`config.mk`:
```
export PLATFORM = sky130hd
export DESIGN_NAME = pc_gen_unit
export DESIGN_NICKNAME = d
export VERILOG_FILES = /design/src/rtl/pc_gen_unit.sv
export SDC_FILE = /design/constraint.sdc
export NUM_CORES = 1
export LEC_CHECK = 0
export BUFFER_PORTS_ARGS = -buffer_cell sky130_fd_sc_hd__buf_2
export CAP_MARGIN = 15
export CORE_MARGIN = 2
export CORE_UTILIZATION = 35
export DETAILED_ROUTE_END_ITERATION = 8
export GPL_TIMING_DRIVEN = 0
export PLACE_DENSITY = 0.57
export SYNTH_ARGS = -nofsm -noshare
export SYNTH_HDL_FRONTEND = slang
export SYNTH_SLANG_ARGS = --single-unit
```
`constraint.sdc`:
```
create_clock -name clk -period 2.15 [get_ports clk]
set_input_delay 0.43 -clock clk [delete_from_list [all_inputs] [get_ports clk]]
set_output_delay 0.43 -clock clk [all_outputs]
set_load 0.005 [all_outputs]
```
`src/rtl/pc_gen_unit.sv`:
```
// pc_gen_unit: next-PC generator that sits ahead of the fetch stage.
//
// Arbitrates NUM_REDIR prioritised redirect channels (index 0 wins), a branch
// predictor target and the sequential increment. A redirect that arrives
// while the pipeline is stalled is buffered and applied once the stall
// drops. Every applied redirect bumps a wrapping epoch tag so fetch can
// discard wrong-path responses.
//
// Ports:
//   clk            system clock
//   rst            asynchronous, active-low reset
//   redir_valid_i  per-channel redirect request, [NUM_REDIR-1:0]
//   redir_pc_i     redirect targets, channel k at [k*PC_W +: PC_W]
//   pred_valid_i   predictor target valid for the current pc_o
//   pred_pc_i      predicted next PC
//   stall_i        pipeline freeze
//   pc_ready_i     fetch accepts pc_o
//   pc_valid_o     pc_o valid to fetch (combinational)
//   pc_o           current fetch PC
//   epoch_o        redirect epoch tag for pc_o
//   pend_o         a redirect is buffered
//   misalign_o     (PC_GEN_MISALIGN_CHECK_EN only) redirect/predictor loaded
//                  a PC with pc[1:0] != 0
//
// Optional feature macro: PC_GEN_MISALIGN_CHECK_EN

module pc_gen_unit #(
    parameter int unsigned PC_W       = 64,
    parameter int unsigned NUM_REDIR  = 2,
    parameter logic [63:0] RESET_PC   = 64'h0000_0000_8000_0000,
    parameter int unsigned INST_BYTES = 4,
    parameter int unsigned EPOCH_W    = 3
) (
    input  logic                      clk,
    input  logic                      rst,
    input  logic [NUM_REDIR-1:0]      redir_valid_i,
    input  logic [NUM_REDIR*PC_W-1:0] redir_pc_i,
    input  logic                      pred_valid_i,
    input  logic [PC_W-1:0]           pred_pc_i,
    input  logic                      stall_i,
    input  logic                      pc_ready_i,
    output logic                      pc_valid_o,
    output logic [PC_W-1:0]           pc_o,
    output logic [EPOCH_W-1:0]        epoch_o,
    output logic                      pend_o
`ifdef PC_GEN_MISALIGN_CHECK_EN
    ,
    output logic                      misalign_o
`endif
);

    localparam int unsigned    IDX_W  = (NUM_REDIR > 1) ? $clog2(NUM_REDIR) : 1;
    localparam logic [PC_W-1:0] RST_PC = PC_W'(RESET_PC);

    localparam logic [1:0] ST_BOOT = 2'd0;
    localparam logic [1:0] ST_RUN  = 2'd1;
    localparam logic [1:0] ST_PEND = 2'd2;

    logic [1:0]         state_q,    state_d;
    logic [PC_W-1:0]    pc_q,       pc_d;
    logic [EPOCH_W-1:0] epoch_q,    epoch_d;
    logic               pend_v_q,   pend_v_d;
    logic [IDX_W-1:0]   pend_idx_q, pend_idx_d;
    logic [PC_W-1:0]    pend_pc_q,  pend_pc_d;

    logic               win_any;
    logic [IDX_W-1:0]   win_idx;
    logic [PC_W-1:0]    win_pc;
    logic               fire;
    logic               capture;
    logic               load;
    logic               load_chk;

    // Lowest-index asserted channel wins.
    always_comb begin
        win_any = 1'b0;
        win_idx = '0;
        win_pc  = '0;
        for (int unsigned k = 0; k < NUM_REDIR; k++) begin
            if (redir_valid_i[k] && !win_any) begin
                win_any = 1'b1;
                win_idx = IDX_W'(k);
                win_pc  = redir_pc_i[k*PC_W +: PC_W];
            end
        end
    end

    assign pc_valid_o = (state_q != ST_BOOT) && !stall_i;
    assign fire       = pc_valid_o && pc_ready_i;

    // An incoming redirect takes over the buffer only if it is at least as
    // old (same or lower index) as the one already held.
    assign capture = win_any && (!pend_v_q || (win_idx <= pend_idx_q));

    always_comb begin
        pc_d       = pc_q;
        epoch_d    = epoch_q;
        pend_v_d   = pend_v_q;
        pend_idx_d = pend_idx_q;
        pend_pc_d  = pend_pc_q;
        load       = 1'b0;
        load_chk   = 1'b0;

        if ((state_q == ST_BOOT) || stall_i) begin
            if (capture) begin
                pend_v_d   = 1'b1;
                pend_idx_d = win_idx;
                pend_pc_d  = win_pc;
            end
        end else if (pend_v_q) begin
            // A redirect captured during BOOT is drained here from RUN just
            // like one drained when leaving PEND.
            pc_d     = (win_any && (win_idx < pend_idx_q)) ? win_pc : pend_pc_q;
            epoch_d  = epoch_q + EPOCH_W'(1);
            pend_v_d = 1'b0;
            load     = 1'b1;
            load_chk = 1'b1;
        end else if (win_any) begin
            pc_d     = win_pc;
            epoch_d  = epoch_q + EPOCH_W'(1);
            load     = 1'b1;
            load_chk = 1'b1;
        end else if (fire) begin
            pc_d     = pred_valid_i ? pred_pc_i : (pc_q + PC_W'(INST_BYTES));
            load     = 1'b1;
            load_chk = pred_valid_i;
        end

        if (state_q == ST_BOOT) begin
            state_d = ST_RUN;
        end else if (stall_i && pend_v_d) begin
            state_d = ST_PEND;
        end else begin
            state_d = ST_RUN;
        end
    end

    always_ff @(posedge clk or negedge rst) begin
        if (!rst) begin
            state_q    <= ST_BOOT;
            pc_q       <= RST_PC;
            epoch_q    <= '0;
            pend_v_q   <= 1'b0;
            pend_idx_q <= '0;
            pend_pc_q  <= '0;
        end else begin
            state_q    <= state_d;
            pc_q       <= pc_d;
            epoch_q    <= epoch_d;
            pend_v_q   <= pend_v_d;
            pend_idx_q <= pend_idx_d;
            pend_pc_q  <= pend_pc_d;
        end
    end

    assign pc_o    = pc_q;
    assign epoch_o = epoch_q;
    assign pend_o  = pend_v_q;

`ifdef PC_GEN_MISALIGN_CHECK_EN
    logic misalign_q;

    always_ff @(posedge clk or negedge rst) begin
        if (!rst) begin
            misalign_q <= 1'b0;
        end else if (load) begin
            misalign_q <= load_chk && (pc_d[1:0] != 2'b00);
        end
    end

    assign misalign_o = misalign_q;
`else
    logic unused_chk;
    assign unused_chk = load ^ load_chk;
`endif

endmodule

```
==> out/summary.md <==
## STA
- **Finish-stage setup viols** 32
- **share of the cycle needed by the critical path after routing** 116%
- **slack of the critical path** -0.347 ns
- **RSZ-0062 raised after global routing** yes
- **maximum clock frequency** 401 MHz
- **Max Clock Skew** 0.0160 ns
- **final slew viol count** 0
- **worst slew slack as a fraction of its limit** 45.7%
- **count of final hold-check violations** 0
- **Final Critical Period** 2.50 ns
- **Total Neg Setup Slack** -6.13 ns
- **Worst Max-Slew Pin Slew** 0.815 ns

## Worst setup path
- **Crit Path Class** flip-flop to flip-flop
- **data arrival time at the worst-slack endpoint** 2.80 ns
- **worst-case register-to-register setup slack** -0.35 ns
- **worst-path fanout max** 5
- **Crit Reg-Reg Startpoint** pc_o[14]
- **slowest cell on the critical path** sky130_fd_sc_hd__or4_4
- **Worst setup EP type** flip-flop
- **delay of the slowest critical-path stage** 0.63 ns
- **critical path launch point** pc_o[14]
- **R2R depth** 7
- **data required time of the critical path** 2.45 ns
- **CP Cell Sequence** nand4_4, or4_4, or4_4, clkbuf_16, o21a_1, o21ai_1, a31oi_1
- **Critical Path Most Common Cell** sky130_fd_sc_hd__or4_4
- **terminus of the critical flop-to-flop path** pc_o[54]
- **launching element type of the critical path** flip-flop

## Run status
- **violations in the final reports** negative setup slack
- **run status** finished, violations left

## Routing
- **Routed wire per std cell** 24.0 um
- **final antenna-violating net count** 0
- **DRT Wirelength** 43300 um
- **ratio of routed vias to standard cells** 6.01
- **drt drc** 0
- **count of vias placed by the detailed router** 10900
- **Detailed Route Iter0 Violations** 1354
- **count of TritonRoute iterations in the first routing pass** 7

## Cells and area
- **Area growth syn-to-layout** 37.0%
- **fraction of final layout cells sized beyond drive strength 1** 33.6%
- **# nets final** 1662

## Global route
- **global-route usage over all layers** 31.6%
- **remaining global-route overflow** 0
- **maximum number of pins on one net before global-route repair** 79
- **initial antenna violation count** 3
- **via count of the first global-routing pass** 9853
- **first-pass GRT wire length** 62300 um

## Min path
- **hold-critical path endpoint** pc_o[33]
- **hold path depth** 3
- **hold path start** pred_pc_i[33]
- **Worst Hold Class** input pin to flip-flop

## Placement
- **routability congestion estimate** 0.980
- **post-detail-place hpwl** 32100 um
- **count of port buffers added during placement** 267

## Power
- **power per cell area** 835 nW/um^2
- **overall power of the completed layout** 10.2 mW
- **largest vdd supply drop** 0.398 mV
- **static leakage power** 5.24 nW

## Die
- **initial core utilization** 35.4%
- **DIE AREA** 26700 sq um
- **area of the core region** 25100 sq um
- **number of placed I/O pins** 268
- **Die X** 163 um
- **height of the chip** 163 um
- **num rows** 58

## Yosys
- **count of unique library cells instantiated by Yosys** 69
- **sequential share of the synthesized area** 38.0%
- **Syn Area/Cell** 7.80 sq um
- **leading register cell type out of synthesis** sky130_fd_sc_hd__dfrtp_1
- **flip-flop and latch count after synthesis** 135
- **synthesized net count** 1342
- **cell area after synthesis** 8900 sq um
- **synthesized netlist cell count** 1141
- **EDFF count, synth** 0
- **post-synthesis async set-or-reset flop share** 100%
- **Yosys warnings** 0

## Clock tree
- **CTS tree** done
- **clock edge transition at the registers on the reported setup and hold paths** 0.07 ns
- **Max Root-Sink Buffers** 2
- **total number of clock tree sinks** 135
- **CTS Buf Count** 17
- **H-Tree Depth** 4
- **insertion delay of the later-clocked pin in the worst-skew pair** 0.45 ns
- **cell chosen for the clock root** sky130_fd_sc_hd__clkbuf_16

## Flow run
- **maximum capacitance violations** 0

==> through the flow <==
| stage | setup WS [ns] | cells | hold slack (ns) | util [%] | instance area (sq um) |
|---|---|---|---|---|---|
| after global placement | -1.82 | 1738 | 0.461 | 42.7 | 10700 |
| after global routing | -0.412 | 1806 | 0.258 | 48.6 | 12200 |
| after floorplan | -0.152 | 1141 | 0.134 | - | 8980 |
| final | -0.347 | 1807 | 0.228 | 48.6 | 12200 |
| after detailed placement | -1.44 | 1739 | 0.457 | 42.9 | 10800 |
| after CTS | -0.317 | 1796 | 0.227 | 47.6 | 11900 |
==> what timing repair did <==
action                                  CTS  global route
hold endpoints to repair                  2             0
resized for setup                       146            64
setup buffers                            29             8
endpoints found under the setup margin  133           122
hold buffers                              1             0
pin swaps                                33            27
cloned                                    0             2
==> critical path, delay by kind of cell (launching register included) <==
family / cells / cell delay (ns)
AO/OA/AOI/OAI: 3 / 0.38
buffers and inverters: 1 / 0.19
flip-flops: 1 / 0.43
AND/OR/NAND/NOR: 3 / 1.36
==> metal layers <==
layer	vias up	track usage, %	part of all wire (%)
li1	4886	-	-
met1	5272	45.6	43
met2	632	47.0	45
met3	76	6.48	10
met4	0	11.0	2.6
met5	-	0	0
==> state kept, by name, indices dropped and copies added, names as in the netlist <==
signal,count
epoch_o,3
pc_o,64
pend_idx_q,1
pend_o,1
pend_pc_q,64
state_q,2
==> cells in the final DEF (no fill, tap or decap), types with 20 or more instances in the layout <==
cell type	n
sky130_fd_sc_hd__a211oi_1	20
sky130_fd_sc_hd__a21oi_1	118
sky130_fd_sc_hd__a221o_1	20
sky130_fd_sc_hd__a221oi_1	20
sky130_fd_sc_hd__a22oi_1	35
sky130_fd_sc_hd__a31oi_1	21
sky130_fd_sc_hd__and3_1	26
sky130_fd_sc_hd__buf_2	271
sky130_fd_sc_hd__buf_4	29
sky130_fd_sc_hd__clkbuf_1	21
sky130_fd_sc_hd__clkbuf_2	31
sky130_fd_sc_hd__dfrtp_1	113
sky130_fd_sc_hd__dfrtp_2	21
sky130_fd_sc_hd__nand2_1	118
sky130_fd_sc_hd__nand3_1	53
sky130_fd_sc_hd__nor2_1	128
sky130_fd_sc_hd__nor3_1	22
sky130_fd_sc_hd__o21ai_0	82
==> cells by family (layout without fill, tap and decap cells) <==
| kind of cell | Yosys count | in the layout | synth area share (%) |
|---|---|---|---|
| AND/OR/NAND/NOR | 448 | 448 | 23.8 |
| AO/OA/AOI/OAI | 398 | 399 | 28.3 |
| flip-flops | 135 | 135 | 38.0 |
| buffers and inverters | 113 | 445 | 4.91 |
| XOR/XNOR | 31 | 31 | 3.05 |
| multiplexers | 14 | 14 | 1.69 |
| adder cells (fa/ha/maj) | 2 | 2 | 0.281 |
| other | 0 | 3 | 0 |
==> power by group <==
part / switching [mW] / total (mW) / internal, mW
logic: 1.90 / 3.27 / 1.37
clock network: 1.33 / 2.98 / 1.65
registers: 0.770 / 3.94 / 3.17
total: 3.99 / 10.2 / 6.19
==> synthesized netlist by cell type (7+ instances only) <==
cell / number / area (sq um)
sky130_fd_sc_hd__a211oi_1: 23 / 173
sky130_fd_sc_hd__a21oi_1: 121 / 606
sky130_fd_sc_hd__a221o_1: 20 / 200
sky130_fd_sc_hd__a221oi_1: 20 / 175
sky130_fd_sc_hd__a22oi_1: 35 / 263
sky130_fd_sc_hd__a31oi_1: 21 / 131
sky130_fd_sc_hd__and3_1: 27 / 169
sky130_fd_sc_hd__and4_1: 7 / 61.3
sky130_fd_sc_hd__buf_1: 11 / 41.3
sky130_fd_sc_hd__clkbuf_1: 75 / 282
sky130_fd_sc_hd__dfrtp_1: 134 / 3350
sky130_fd_sc_hd__inv_1: 20 / 75.1
sky130_fd_sc_hd__mux2_2: 8 / 90.1
sky130_fd_sc_hd__nand2_1: 121 / 454
sky130_fd_sc_hd__nand3_1: 59 / 295
sky130_fd_sc_hd__nand4_1: 19 / 119
sky130_fd_sc_hd__nor2_1: 137 / 514
sky130_fd_sc_hd__nor3_1: 29 / 145
sky130_fd_sc_hd__nor4_1: 13 / 81.3
sky130_fd_sc_hd__o21ai_0: 93 / 465
sky130_fd_sc_hd__o221ai_1: 8 / 70.1
sky130_fd_sc_hd__o22ai_1: 9 / 56.3
sky130_fd_sc_hd__or3_1: 7 / 43.8
sky130_fd_sc_hd__xnor2_1: 12 / 105
sky130_fd_sc_hd__xor2_1: 19 / 166
==> how the worst max path moves through the flow <==
stage                          end  slack (ns)
final                     pc_o[54]       -0.35
after global routing      pc_o[62]       -0.41
after CTS                 pc_o[62]       -0.32
after detailed placement  pc_o[29]       -1.44
after global placement    pc_o[11]       -1.82
after floorplan           pc_o[54]       -0.15
==> final cells by class <==
class | count | area [sq um]
clock inverters | 14 | 138
fillers | 2626 | 12900
flip-flops and latches | 135 | 3410
repair buffers | 307 | 1730
multi-input cells | 894 | 5490
diodes | 3 | 7.51
inverters | 22 | 88.8
clock buffers | 18 | 439
plain buffers | 84 | 487
well taps | 330 | 413
(Power assumes the default switching activity.)
